**src/rtl/demux_1ton_stream_pkg.sv**
```systemverilog
// Shared helpers for the 1-to-N stream demux: select-width sizing and the
// saturating increment used by the drop counter.
package demux_pkg;

  localparam int CNT_MAX_W = 32;

  // A 2-channel demux still needs a 1-bit select.
  function automatic int sel_w(input int ch);
    return (ch > 2) ? $clog2(ch) : 1;
  endfunction

  // Increments v, holding at the all-ones value of a w-bit counter (w <= 32).
  function automatic logic [CNT_MAX_W-1:0] sat_inc(input logic [CNT_MAX_W-1:0] v,
                                                   input int w);
    logic [CNT_MAX_W-1:0] top;
    top = (w >= CNT_MAX_W) ? '1 : ((CNT_MAX_W'(1) << w) - CNT_MAX_W'(1));
    return (v == top) ? v : v + CNT_MAX_W'(1);
  endfunction

endpackage

```
**src/rtl/demux_1ton_stream_if.sv**
```systemverilog
// Producer-side and consumer-side handshakes of the 1-to-N demux.
// The slave modport is the demux; the master modport is its environment.
interface demux_1ton_stream_if
  import demux_pkg::*;
#(
  parameter int WIDTH = 32,
  parameter int CH    = 4,
  parameter int SEL_W = sel_w(CH),
  parameter int CNT_W = 8
);

  logic                  in_valid;
  logic                  in_ready;
  logic [WIDTH-1:0]      in_data;
  logic [SEL_W-1:0]      in_sel;
  logic [CH-1:0]         out_valid;
  logic [CH-1:0]         out_ready;
  logic [CH*WIDTH-1:0]   out_data;
  logic                  err;
  logic [CNT_W-1:0]      drop_cnt;

  modport master (
    output in_valid, in_data, in_sel, out_ready,
    input  in_ready, out_valid, out_data, err, drop_cnt
  );

  modport slave (
    input  in_valid, in_data, in_sel, out_ready,
    output in_ready, out_valid, out_data, err, drop_cnt
  );

endinterface

```
**src/rtl/demux_1ton_stream_slot.sv**
```systemverilog
// One-entry holding register for a single output channel; data reads zero when empty.
// 1-cycle load latency; accepts a push in the same cycle as a pop, so it never throttles a ready consumer.
module demux_slot #(
  parameter int WIDTH = 32
) (
  input  logic             clk,
  input  logic             rst,
  input  logic             push,
  input  logic             rdy,
  input  logic [WIDTH-1:0] din,
  output logic             vld,
  output logic [WIDTH-1:0] dat
);

  logic pop;

  assign pop = vld & rdy;

  // Push takes priority: a simultaneous pop just makes room for the new word.
  always_ff @(posedge clk) begin
    if (rst) begin
      vld <= 1'b0;
      dat <= '0;
    end else if (push) begin
      vld <= 1'b1;
      dat <= din;
    end else if (pop) begin
      vld <= 1'b0;
      dat <= '0;
    end
  end

endmodule

```
**src/rtl/demux_1ton_stream.sv**
```systemverilog
// Registered 1-to-N valid/ready demux with per-channel one-entry slots, illegal-select drop counting.
// 1-cycle latency; in_ready stalls only when the selected slot is full and its consumer is not ready.
module demux_1ton_stream
  import demux_pkg::*;
#(
  parameter int WIDTH = 32,
  parameter int CH    = 4,
  parameter int SEL_W = sel_w(CH),
  parameter int CNT_W = 8
) (
  input  logic                 clk,
  input  logic                 rst,
  demux_1ton_stream_if.slave   bus
);

  logic [CH-1:0]             sel_hit;
  logic [CH-1:0]             push;
  logic [CH-1:0]             slot_vld;
  logic [CH-1:0][WIDTH-1:0]  slot_dat;
  logic                      legal;
  logic                      blocked;
  logic                      xfer;
  logic                      drop;
  logic                      err_q;
  logic [CNT_W-1:0]          drop_cnt_q;

  // A select past CH-1 matches no channel, which is exactly the illegal case.
  always_comb begin
    sel_hit = '0;
    for (int k = 0; k < CH; k++) begin
      sel_hit[k] = (bus.in_sel == SEL_W'(k));
    end
  end

  assign legal   = |sel_hit;
  assign blocked = |(sel_hit & slot_vld & ~bus.out_ready);

  assign bus.in_ready = !rst && !blocked;
  assign xfer         = bus.in_valid && bus.in_ready;
  assign push         = {CH{xfer}} & sel_hit;
  assign drop         = xfer && !legal;

  for (genvar g = 0; g < CH; g++) begin : g_slot
    demux_slot #(.WIDTH(WIDTH)) u_slot (
      .clk  (clk),
      .rst  (rst),
      .push (push[g]),
      .rdy  (bus.out_ready[g]),
      .din  (bus.in_data),
      .vld  (slot_vld[g]),
      .dat  (slot_dat[g])
    );
  end

  always_ff @(posedge clk) begin
    if (rst) begin
      err_q      <= 1'b0;
      drop_cnt_q <= '0;
    end else if (drop) begin
      err_q      <= 1'b1;
      drop_cnt_q <= CNT_W'(sat_inc(CNT_MAX_W'(drop_cnt_q), CNT_W));
    end
  end

  assign bus.out_valid = slot_vld;
  assign bus.out_data  = slot_dat;
  assign bus.err       = err_q;
  assign bus.drop_cnt  = drop_cnt_q;

endmodule
```
**src/flat_wrapper.sv**
```systemverilog
// flat-port wrapper written by rule: the top's interface ports become plain ports
module demux_1ton_stream_flat import demux_pkg::*;
#(
  parameter int WIDTH = 32,
  parameter int CH    = 4,
  parameter int SEL_W = sel_w(CH),
  parameter int CNT_W = 8
)
  (clk, rst, bus_in_valid, bus_in_data, bus_in_sel, bus_out_ready, bus_in_ready, bus_out_valid, bus_out_data, bus_err, bus_drop_cnt);
  demux_1ton_stream_if #(.WIDTH(WIDTH), .CH(CH), .SEL_W(SEL_W), .CNT_W(CNT_W)) bus_i ();
  input  logic clk;
  input  logic rst;
  input wire logic [$bits(bus_i.in_valid)-1:0] bus_in_valid;
  input wire logic [$bits(bus_i.in_data)-1:0] bus_in_data;
  input wire logic [$bits(bus_i.in_sel)-1:0] bus_in_sel;
  input wire logic [$bits(bus_i.out_ready)-1:0] bus_out_ready;
  output wire logic [$bits(bus_i.in_ready)-1:0] bus_in_ready;
  output wire logic [$bits(bus_i.out_valid)-1:0] bus_out_valid;
  output wire logic [$bits(bus_i.out_data)-1:0] bus_out_data;
  output wire logic [$bits(bus_i.err)-1:0] bus_err;
  output wire logic [$bits(bus_i.drop_cnt)-1:0] bus_drop_cnt;
  assign bus_i.in_valid = bus_in_valid;
  assign bus_i.in_data = bus_in_data;
  assign bus_i.in_sel = bus_in_sel;
  assign bus_i.out_ready = bus_out_ready;
  assign bus_in_ready = bus_i.in_ready;
  assign bus_out_valid = bus_i.out_valid;
  assign bus_out_data = bus_i.out_data;
  assign bus_err = bus_i.err;
  assign bus_drop_cnt = bus_i.drop_cnt;
  demux_1ton_stream #(.WIDTH(WIDTH), .CH(CH), .SEL_W(SEL_W), .CNT_W(CNT_W)) u_core (.clk(clk), .rst(rst), .bus(bus_i));
endmodule
```
**config.mk**
```make
export PLATFORM = sky130hd
export DESIGN_NAME = demux_1ton_stream_flat
export DESIGN_NICKNAME = d
export VERILOG_FILES = /design/src/rtl/demux_1ton_stream_pkg.sv /design/src/rtl/demux_1ton_stream_if.sv /design/src/rtl/demux_1ton_stream_slot.sv /design/src/rtl/demux_1ton_stream.sv /design/src/flat_wrapper.sv
export SDC_FILE = /design/constraint.sdc
export NUM_CORES = 1
export LEC_CHECK = 0
export BUFFER_PORTS_ARGS = -buffer_cell sky130_fd_sc_hd__buf_2
export CAP_MARGIN = 10
export CORE_ASPECT_RATIO = 0.7
export CORE_MARGIN = 2
export CORE_UTILIZATION = 45
export CTS_CLUSTER_DIAMETER = 200
export DETAILED_ROUTE_END_ITERATION = 10
export GPL_TIMING_DRIVEN = 0
export PLACE_DENSITY = 0.84
export SLEW_MARGIN = 25
export SYNTH_ARGS = -nofsm -noshare
export SYNTH_HDL_FRONTEND = slang
export SYNTH_HIERARCHICAL = 1
export SYNTH_SLANG_ARGS = --single-unit
```
**constraint.sdc**
```tcl
create_clock -name clk -period 1.4 [get_ports clk]
set_input_delay 0.28 -clock clk [delete_from_list [all_inputs] [get_ports clk]]
set_output_delay 0.28 -clock clk [all_outputs]
set_load 0.05 [all_outputs]
```
* After elaboration in Yosys (flattened, before gate mapping)
Cells that the tools add are included.
Cells by class: equal/unequal tests 4, multiplexer cells 16, add/subtract/negate cells 1, bitwise logic cells 9, reductions and logical operators 14
Operators with widths (number):
- 32-bit 2-to-1 mux | 8
- 4-bit AND | 3
- 8-bit by 1-bit adder with 8-bit output, second input constant | 1
- 8-bit == test, second input constant | 1
- 1-bit 2-to-1 mux | 8
- 2-bit nonzero test | 4
- 4-bit OR reduction | 2
- 1-bit AND | 4
- 2-bit == test, second input constant | 2
- 4-bit NOT | 1
- 1-bit logical AND | 3
- 1-bit zero test | 3
- 2-bit by 1-bit == test with 1-bit output, second input constant | 1
- 2-bit zero test | 1
- 2-bit AND reduction | 1
- 1-bit NOT | 1
Word-level totals: logic and storage cells 54, output and inout bits 142, bits in registers 141

* Depth between registers and ports, before layout
Gate-level depths: netlist of the first run.
depth in word-level cells 9, depth in mapped cells 7, mapped depth without buffers 5

* Cells and area by module
Netlist of the first run, hierarchy kept.
Modules (own cells, without submodules):
- demux_slot | cells an instance 147, sequential area each 660.6 um2, area each 1301.2 um2, instances 4
- demux_1ton_stream | cells an instance 37, sequential area each 180.2 um2, area each 356.6 um2, instances 1

* Least setup slack after synthesis of the first run
No wires, ideal clock.
kind register to register, from register u_core.g_slot[1].u_slot.vld, to register u_core.g_slot[1].u_slot.dat[10], data required time 1.330 ns, clock period less this slack 1.690 ns, path slack -0.290 ns, data arrival time 1.620 ns, cell stages (with the launch flop) 7, buffers on the path 2, path through dfxtp_1 -> nor2b_1 -> and4bb_2 -> buf_6 -> buf_6 -> nand3b_1 -> a21oi_1
On the way: longest elaborated chain between the ends 8, elaborated cells between the ends (all ways) 10
Ends and longest elaborated chain:
- start, declared | RTL line demux_1ton_stream_slot.sv:11 | output logic vld,
- start signal, assigned | RTL line demux_1ton_stream_slot.sv:22 | vld <= 1'b0;
- start signal, assigned | RTL line demux_1ton_stream_slot.sv:25 | vld <= 1'b1;
- start signal, assigned | RTL line demux_1ton_stream_slot.sv:28 | vld <= 1'b0;
- 4-bit AND (*) (2 in a row) | RTL line demux_1ton_stream.sv:36 | assign blocked = |(sel_hit & slot_vld & ~bus.out_ready);
- 4-bit OR reduction (*) | RTL line demux_1ton_stream.sv:36
- 1-bit zero test (*) | RTL line demux_1ton_stream.sv:38 | assign bus.in_ready = !rst && !blocked;
- 1-bit logical AND (*) | RTL line demux_1ton_stream.sv:38
- 1-bit logical AND (*) | RTL line demux_1ton_stream.sv:39 | assign xfer = bus.in_valid && bus.in_ready;
- 4-bit AND (*) | RTL line demux_1ton_stream.sv:40 | assign push = {CH{xfer}} & sel_hit;
- named net u_core.push[1] | RTL line demux_1ton_stream.sv:17 | logic [CH-1:0] push;
- 32-bit 2-to-1 mux / 2-bit nonzero test (equally long branches)
- end signal, assigned | RTL line demux_1ton_stream_slot.sv:26 | dat <= din;
- end, declared | RTL line demux_1ton_stream_slot.sv:12 | output logic [WIDTH-1:0] dat
Mark *: on every way through the listed nets, which the timed path passes. The rest lies on a longest branch. A chain may end at the register's enable or synchronous reset.

* Final worst setup path of the first run
from register u_core.g_slot[1].u_slot.vld, to output bus_in_ready
On the way: longest elaborated chain between the ends 5
Ends and longest elaborated chain:
- 4-bit AND (2 in a row) | RTL line demux_1ton_stream.sv:36
- 4-bit OR reduction | RTL line demux_1ton_stream.sv:36
- 1-bit zero test | RTL line demux_1ton_stream.sv:38
- 1-bit logical AND | RTL line demux_1ton_stream.sv:38
- end, declared | RTL line flat_wrapper.sv:17 | output wire logic [$bits(bus_i.in_ready)-1:0] bus_in_ready;
Every way passes these cells.

==> run metrics, run 1 <==
Min-Delay Path Depth=3; worst slack at placement=-0.413 ns; Final Core Density=~65%; max_cap viols=0; total overflow reported by the global router=0; data arrival at the endpoint of the critical path=about 1.4 ns; clock transition at the register clock pins on the worst setup and hold paths after CTS=~0.060 ns; instance count of the mapped netlist=around 630; total routing usage reported by global routing=between 20% and 30%; root buffer cell=sky130_fd_sc_hd__clkbuf_16; Reg2Reg Depth=7; cell with the most instances after synthesis=sky130_fd_sc_hd__dfxtp_1; unrepaired setup endpoints after global routing=yes; Top FF cell, synth=sky130_fd_sc_hd__dfxtp_1; antenna diode instance count=0; wire length on met2=8230 um; global-route wire length before repair=27400 um; Clock Sinks=about 140; Slowest-stage cell, CP=sky130_fd_sc_hd__dfxtp_4; Min-Delay Startpoint=bus_in_data[10]; biggest fanout along the worst timing path=2; initial antenna violation count=0; capture endpoint of the worst hold path=u_core/g_slot[2].u_slot/dat[10]; async set or reset register ratio after synthesis=0%; placer's final routability congestion estimate=between 0.8 and 0.9; proportion of netlist area held by the largest area contributor=about half; mean cell area of the mapped netlist=around 8.9 sq um; Area growth syn-to-layout=39.4%; vias in the first global route=5007; part of the cycle the worst path needs=120%; final HPWL from detailed placement=12700 um; count of state elements after synthesis=about 140; count of nets left with antenna violations after detail routing=0; Sum Neg Setup Slack=-7.05 ns; count of buffer and inverter cells on the critical path=1; worst setup path class=register to output port; power after layout=between 9 and 10 mW; H-tree lvl count=4; total die area=13300 sq um; horizontal die dimension=roughly 140 um; topmost layer with routed signal wires=met4; hold_buf cts=0; Critical path origin=u_core/g_slot[1].u_slot/vld; via count=~5400; violations in the final reports=setup timing; amount of wire on met3 after detailed routing=about 1600 um; library cell with the largest summed area after synthesis=sky130_fd_sc_hd__dfxtp_1; measured slew at the worst slew-check pin=0.335 ns; power density over cell area=around 1200 nW/um^2; worst r2r dst=u_core/g_slot[2].u_slot/dat[17]; starting density of the core=approximately 47%; biggest area contributors in the synthesized netlist=sky130_fd_sc_hd__dfxtp_1 51%, sky130_fd_sc_hd__nand3b_1 17%, sky130_fd_sc_hd__a21oi_1 12%; Final setup viols=92; number of warning messages in the yosys log=6; synthesized netlist net count=between 600 and 700; category of the worst setup path launch point=register; top achievable clock speed=between 500 and 600 MHz; Longest Clk Path Bufs=2; largest stage delay on the critical path=~0.34 ns; critical path's top delay family=flip-flops; Clock Latency Late Sink=between 0.4 and 0.5 ns; core area=about 12000 sq um; critical path data required time=approximately 1.1 ns; top post-synthesis cells by count=141 x sky130_fd_sc_hd__dfxtp_1, 132 x sky130_fd_sc_hd__a21oi_1, 130 x sky130_fd_sc_hd__nand2_1; leak pwr=approximately 3.2 nW; largest net degree at the start of global routing=17; number of buffers created by CTS=17; number of hold violations in the final report=0; iteration count of the initial detailed-routing pass=5; TritonCTS clock tree=built; Avg WL per Cell=about 18 um; crit path cell chain=nor2b_4 > nand2_2 > o211a_4 > buf_8; Final Slew Violations=0; netlist area before placement=5560 sq um; status=finished, violations left; number of design rule violations left after detail routing=0; largest clock skew in the final design=around 0.012 ns; Worst slew margin=77.5%; metal1 wirelength=about 8400 um; count of routing violations after the opening detailed-route iteration=420; via density per instance=around 5.4; Yosys cell types=23; launch point of the worst reg-to-reg path=u_core/g_slot[2].u_slot/vld; Site Rows=33; count of input and output buffers=about 180; peak supply drop=roughly 1.1 mV; internal reg-to-reg setup slack=-0.16 ns; Die Ht=97.0 um; final worst path period need=approximately 1.7 ns; type of the most critical hold path=primary input to register; number of enable flip-flop cells after synthesis=0; fin nets=between 800 and 900; setup slack after layout=-0.279 ns; CP endpoint kind=output port; WL final=18400 um; portion of the post-synthesis area used by sequential elements=50.8%; share of cells above drive strength 1=between 30% and 40%; io pins=183
==> cell usage in the layout, fill, tap and decap left out, drive strengths merged <==
cell,instances
buf,239
dfxtp,141
nand2,134
a21oi,132
nand3b,128
clkbuf,33
inv,8
nor2b,7
clkinvlp,6
nor2,6
and2b,5
clkinv,4
o21ai,2
bufinv,1
a31oi,1
and3b,1
nor3b,1
o211a,1
nor3,1
and4bb,1
and3,1
==> how the worst max path moves through the flow <==
| stage | slack [ns] | cells after the start | to |
|---|---|---|---|
| after global placement | -0.36 | 8 | u_core/g_slot[0].u_slot/dat[2] |
| after global routing | -0.30 | 4 | bus_in_ready |
| final | -0.28 | 4 | bus_in_ready |
| after floorplan | -0.02 | 6 | u_core/g_slot[1].u_slot/dat[10] |
| after detailed placement | -0.41 | 8 | u_core/g_slot[0].u_slot/dat[6] |
| after CTS | -0.26 | 4 | bus_in_ready |
==> flip-flops by register name (all words and copies together) (netlist names) <==
signal and flops:
u_core/bus.drop_cnt 8, u_core/g_slot.u_slot/dat 128, u_core/g_slot.u_slot/vld 4, u_core/bus.err 1
==> kinds of logic (layout without fill, tap and decap cells) <==
| kind of cell | Yosys count | count (layout) | share of synthesized area [%] |
|---|---|---|---|
| buf+inv | 63 | 291 | 7.76 |
| flops | 141 | 141 | 50.8 |
| compound gates | 136 | 136 | 12.4 |
| simple gates | 285 | 285 | 29.1 |
==> worst register-to-register path, delay by kind of cell (launching register included) <==
| kind | cells | cell delay, ns |
|---|---|---|
| AND/OR/NAND/NOR | 3 | 0.51 |
| AO/OA/AOI/OAI | 1 | 0.13 |
| flip-flops | 1 | 0.32 |
| buffers and inverters | 3 | 0.55 |
==> cell type report <==
cell class                      count  area [sq um]
Tap cell                          157           196
Clock buffer                       19           443
Multi-Input combinational cell    421          2510
Clock inverter                     13           116
Buffer                             57           487
Fill cell                         989          4140
Sequential cell                   141          2830
Timing Repair Buffer              196          1150
Inverter                            6          22.5
==> report_power, final <==
group | internal [mW] | leakage, nW | total (mW) | switching [mW]
logic | 0.291 | 1.83 | 0.966 | 0.675
clock network | 2.49 | 0.258 | 4.24 | 1.75
registers | 4.09 | 1.14 | 4.13 | 0.0433
==> per-stage QoR <==
stage                     hold WS (ns)  cell area (sq um)  cells
after detailed placement         0.445               6690    964
after global placement           0.441               6690    964
after global routing             0.155               7750   1010
after floorplan                  0.427               5580    625
after CTS                        0.152               7320    999
final                            0.168               7750   1010
==> timing repair <==
action | 4_1_cts | 5_1_grt
resized for setup | 13 | 72
buffers inserted | 3 | 2
gates cloned | 0 | 9
pin swaps | 1 | 18
setup endpoints to repair | 21 | 118
==> routing by layer <==
layer | up-vias | global-route usage (%)
met5 | - | 0
met4 | 0 | 4.84
met3 | 12 | 6.71
met2 | 259 | 39.8
met1 | 2603 | 38.3
li1 | 2556 | -
Power figures use the tool's default switching activity.
==> run 2: changes to the inputs <==
- CORE_UTILIZATION: 45 -> 47
- CTS_BUF_LIST: not set -> sky130_fd_sc_hd__clkbuf_8
- PLACE_DENSITY: 0.84 -> 0.87
- SLEW_MARGIN: 25 -> 5
==> run metrics, run 2 (synthesis results as in run 1) <==
status=finished, violations left (unchanged); violations in the final reports=setup timing (unchanged); flip-flop count of the largest register after layout=128 (unchanged); Avg WL per Cell=18.2 um (about the same); total routing usage reported by global routing=27.6% (was 26.4%); most frequent cells in the layout=201 x sky130_fd_sc_hd__buf_2, 137 x sky130_fd_sc_hd__dfxtp_1, 130 x sky130_fd_sc_hd__nand2_1 (was 200 x sky130_fd_sc_hd__buf_2, 137 x sky130_fd_sc_hd__dfxtp_1, 128 x sky130_fd_sc_hd__nand3b_1); power density over cell area=1120 nW/um^2 (was 1210 nW/um^2); biggest fanout along the worst timing path=2 (unchanged); TritonCTS clock tree=built (unchanged); H-tree lvl count=4 (unchanged); worst setup path class=register to output port (unchanged); top achievable clock speed=594 MHz (was 596 MHz); largest net degree at the start of global routing=17 (unchanged); number of design rule violations left after detail routing=0 (unchanged); Final setup viols=78 (was 92); vias in the first global route=5023 (was 5007); via count=5462 (was 5430); combinational cell fraction of total power=11.4% (was 10.3%); setup slack after layout=-0.283 ns (was -0.279 ns); Site Rows=33 (unchanged); peak supply drop=0.747 mV (was 1.13 mV); count of input and output buffers=182 (unchanged); fin nets=880 (was 881); core area=11600 sq um (was 11900 sq um); max_cap viols=0 (unchanged); unrepaired setup endpoints after global routing=yes (unchanged); Worst slew margin=73.6% (was 77.5%); WL final=18400 um (about the same); switching part of the total power=27.2% (was 26.4%); non-filler instance count after layout=1008 (was 1010); via density per instance=5.42 (was 5.38); final HPWL from detailed placement=12200 um (was 12700 um); placer's final routability congestion estimate=0.860 (was 0.856); starting density of the core=47.9% (was 46.8%); critical path data required time=1.12 ns (about the same); type of the most critical hold path=primary input to register (unchanged); horizontal die dimension=134 um (was 137 um); Largest Register=u_core/g_slot.u_slot/dat (unchanged); data arrival at the endpoint of the critical path=1.40 ns (about the same); CP endpoint kind=output port (unchanged); power share of the sequential group=49.9% (was 44.3%); root buffer cell=sky130_fd_sc_hd__clkbuf_8 (was sky130_fd_sc_hd__clkbuf_16); share of cells above drive strength 1=36.1% (was 39.5%); switching power=2.25 mW (was 2.47 mW); category of the worst setup path launch point=register (unchanged); Power Internal=6.01 mW (was 6.87 mW); antenna diode instance count=0 (unchanged); Final Slew Violations=0 (unchanged); clock network power share=38.7% (was 45.4%); number of buffers created by CTS=17 (unchanged); largest clock skew in the final design=0.0106 ns (was 0.0116 ns); part of the cycle the worst path needs=120% (about the same); global-route wire length before repair=27200 um (was 27400 um); initial antenna violation count=0 (unchanged); count of nets left with antenna violations after detail routing=0 (unchanged); measured slew at the worst slew-check pin=0.396 ns (was 0.335 ns); clock transition at the register clock pins on the worst setup and hold paths after CTS=0.08 ns (was 0.06 ns); total overflow reported by the global router=0 (unchanged); worst slack at placement=-0.375 ns (was -0.413 ns); leak pwr=3.12 nW (was 3.23 nW); Cells after DPL=964 (unchanged); Die Ht=95.0 um (was 97.0 um); io pins=183 (unchanged); Final Core Density=63.8% (was 65.2%); Clock Latency Late Sink=0.42 ns (was 0.41 ns); number of hold violations in the final report=0 (unchanged); total die area=12700 sq um (was 13300 sq um); iteration count of the initial detailed-routing pass=6 (was 5); count of routing violations after the opening detailed-route iteration=575 (was 420); final worst path period need=1.68 ns (about the same); most common cell after layout, fill and taps aside=sky130_fd_sc_hd__buf_2 (unchanged); Longest Clk Path Bufs=2 (unchanged); hold_buf cts=0 (unchanged); Clock Sinks=141 (unchanged); Area growth syn-to-layout=33.2% (was 39.4%)
==> run 2: cell types whose count changed in the layout (fill, tap and decap cells not counted), sizes merged <==
cell / delta
bufinv: +1
clkbuf: -4
buf: +3
clkinvlp: -5
clkinv: +4
inv: -1
==> run 2: what timing repair did <==
action	CTS	global route
setup buffers	2	7
cloned	0	4
endpoints found under the hold margin	0	0
pin swaps	0	7
gates resized for setup	8	41
setup endpoints to repair	24	120
==> run 2: power groups by stage <==
stage	registers [mW]	logic (mW)	clock network, mW
finish	4.13	0.939	3.20
global route	4.13	0.985	3.42
CTS	4.13	0.874	3.25
detailed placement	4.22	0.860	0
global placement	4.22	0.852	0
floorplan	4.49	0.279	0
==> run 2: final timing paths <==
kind	slack, ns	from	end	cells after the start
setup / recovery	-0.28	u_core/g_slot[1].u_slot/vld	bus_in_ready	4
hold / removal	0.14	bus_in_data[16]	u_core/g_slot[2].u_slot/dat[16]	3
setup reg to reg	-0.24	u_core/g_slot[2].u_slot/vld	u_core/g_slot[2].u_slot/dat[27]	9
hold reg to reg	0.46	u_core/bus.drop_cnt[4]	u_core/bus.drop_cnt[4]	1
==> run 2: cell type report <==
cell class / instances / area, sq um
Buffer: 57 / 455
Clock buffer: 19 / 262
Clock inverter: 12 / 123
Fill cell: 1000 / 4200
Inverter: 6 / 22.5
Multi-Input combinational cell: 421 / 2400
Sequential cell: 141 / 2840
Tap cell: 157 / 196
Timing Repair Buffer: 195 / 1110
==> run 2: worst max-delay path: stages (launching register included) <==
cell                      delay, ns
sky130_fd_sc_hd__dfxtp_4       0.35
sky130_fd_sc_hd__nor2b_4       0.16
sky130_fd_sc_hd__nand2_1       0.08
sky130_fd_sc_hd__o211a_4       0.24
sky130_fd_sc_hd__buf_8         0.15
==> run 2: metrics by stage <==
step	instance area [sq um]	total power [mW]	setup TNS, ns	hold slack, ns
after floorplan	5580	4.77	-0.314	0.427
after global placement	6690	5.07	-12.96	0.440
after detailed placement	6690	5.08	-15.45	0.443
after CTS	7120	8.25	-0.362	0.117
after global routing	7410	8.54	-12.88	0.124
final	7410	8.26	-7.47	0.144
==> run 2: per-layer routing <==
layer	wire [um]	part of all wire, %	track usage (%)	up-vias
met5	0	0	0	-
met4	198	1.1	6.40	0
met3	1800	9.8	7.87	18
met2	7950	43	41.7	306
met1	8400	46	39.3	2590
li1	-	-	-	2548
==> run 3: changes to the inputs <==
- CORE_UTILIZATION: 47 -> 50
- PLACE_DENSITY: 0.87 -> 0.88
- clock period: 1.4 -> 2 ns (I/O delays scaled with it)
==> run metrics, run 3 (synthesis results as in run 1) <==
status=completed (was finished, violations left); vias in the first global route=4996 (was 5023); clock transition at the register clock pins on the worst setup and hold paths after CTS=0.08 ns (about the same); Worst slew margin=66.4% (was 73.6%); initial antenna violation count=0 (unchanged); Fillers=960 (was 1000); total routing usage reported by global routing=28.3% (was 27.6%); peak supply drop=0.461 mV (was 0.747 mV); data arrival at the endpoint of the critical path=1.49 ns (was 1.40 ns); antenna diode instance count=0 (unchanged); critical path data required time=1.60 ns (was 1.12 ns); iteration count of the initial detailed-routing pass=5 (was 6); root buffer cell=sky130_fd_sc_hd__clkbuf_8 (unchanged); Area growth syn-to-layout=26.6% (was 33.2%); total overflow reported by the global router=0 (unchanged); core area=10900 sq um (was 11600 sq um); final worst path period need=about 1.9 ns; largest clock skew in the final design=0.0101 ns (was 0.0106 ns); count of input and output buffers=182 (unchanged); Avg WL per Cell=17.0 um (was 18.2 um); number of buffers created by CTS=17 (unchanged); Clock Latency Late Sink=0.44 ns (was 0.42 ns); io pins=183 (unchanged); fin nets=867 (was 880); number of design rule violations left after detail routing=0 (unchanged); largest net degree at the start of global routing=17 (unchanged); global-route wire length before repair=26000 um (was 27200 um); category of the worst setup path launch point=register (unchanged); Site Rows=32 (was 33); max_cap viols=0 (unchanged); Die Ht=92.2 um (was 95.0 um); WL final=16900 um (was 18400 um); Cells after DPL=960 (was 964); via count=5300 (was 5462); worst setup path class=register to output port (unchanged); unrepaired setup endpoints after global routing=no (was yes); CP endpoint kind=output port (unchanged); H-tree lvl count=4 (unchanged); Sum Neg Setup Slack=0 ns (was -7.47 ns); leak pwr=3.01 nW (was 3.12 nW); biggest fanout along the worst timing path=5 (was 2); horizontal die dimension=130 um (was 134 um); final HPWL from detailed placement=12200 um (about the same); most frequent cells in the layout=206 x sky130_fd_sc_hd__buf_2, 141 x sky130_fd_sc_hd__dfxtp_1, 132 x sky130_fd_sc_hd__a21oi_1 (was 201 x sky130_fd_sc_hd__buf_2, 137 x sky130_fd_sc_hd__dfxtp_1, 130 x sky130_fd_sc_hd__nand2_1); power after layout=5.68 mW (was 8.26 mW); via density per instance=5.35 (was 5.42); Longest Clk Path Bufs=2 (unchanged); Clock Sinks=141 (unchanged); number of post-CTS setup repair buffers=0 (was 2); final design area excluding fillers=7040 sq um (was 7410 sq um); cell area after placement=6660 sq um (was 6690 sq um); flip-flop count of the largest register after layout=128 (unchanged); non-filler instance count after layout=991 (was 1008); power density over cell area=807 nW/um^2 (was 1120 nW/um^2); setup slack after layout=0.112 ns (was -0.283 ns); Final setup viols=0 (was 78); worst slack at placement=0.0686 ns (was -0.375 ns); share of cells above drive strength 1=32.5% (was 36.1%); part of the cycle the worst path needs=between 90% and 100%; type of the most critical hold path=primary input to register (unchanged); count of routing violations after the opening detailed-route iteration=505 (was 575); starting density of the core=50.9% (was 47.9%); count of nets left with antenna violations after detail routing=0 (unchanged); Largest Register=u_core/g_slot.u_slot/dat (unchanged); total die area=12000 sq um (was 12700 sq um); most common cell after layout, fill and taps aside=sky130_fd_sc_hd__buf_2 (unchanged); Final Slew Violations=0 (unchanged); top achievable clock speed=roughly 530 MHz; TritonCTS clock tree=built (unchanged); measured slew at the worst slew-check pin=0.504 ns (was 0.396 ns); placer's final routability congestion estimate=0.852 (was 0.860); number of hold violations in the final report=0 (unchanged)
==> run 3: layer usage <==
layer  share of wire (%)  track usage (%)
met1                  45             38.5
met2                  44             43.3
met3                  10             7.76
met4                 1.6             9.68
met5                   0                0
==> run 3: path summary, 6_finish.rpt <==
check	startpoint	endpoint	slack, ns	cells after the start
setup reg to reg	u_core/g_slot[1].u_slot/vld	u_core/g_slot[1].u_slot/dat[13]	0.47	6
hold / removal	bus_in_data[23]	u_core/g_slot[3].u_slot/dat[23]	0.25	3
hold reg to reg	u_core/bus.drop_cnt[1]	u_core/bus.drop_cnt[1]	0.47	1
setup / recovery	u_core/g_slot[3].u_slot/vld	bus_in_ready	0.11	4
==> run 3: worst max-delay path, stage by stage, from the launching register on <==
cell and delay, ns:
sky130_fd_sc_hd__dfxtp_1 0.35, sky130_fd_sc_hd__and3b_1 0.18, sky130_fd_sc_hd__o21ai_1 0.12, sky130_fd_sc_hd__o211a_1 0.15
sky130_fd_sc_hd__buf_2 0.25
==> run 3: cell type report <==
type                    count  area (sq um)  area share (%)
clock inverters            13           125            1.78
inverters                   6          22.5           0.320
flip-flops and latches    141          2820            40.1
clock buffers              18           248            3.52
multi-input cells         421          2310            32.8
repair buffers            182           911            12.9
plain buffers              57           409            5.81
well taps                 153           191            2.72
==> run 3: repair_timing <==
action,CTS,global route
setup endpoints to repair,0,1
endpoints found under the hold margin,0,0
hold buffers,0,0
gates resized for setup,0,1
==> run 3: report_power, final <==
group,switching (mW),internal [mW],total [mW]
Combinational,0.438,0.166,0.604
Clock,1.07,1.12,2.18
Sequential,0.0310,2.86,2.89
==> run 3: metrics by stage <==
step | hold slack, ns | utilization, %
after floorplan | 0.547 | -
after global placement | 0.441 | 61.0
after detailed placement | 0.446 | 61.0
after CTS | 0.229 | 64.4
after global routing | 0.240 | 64.4
final | 0.251 | 64.4
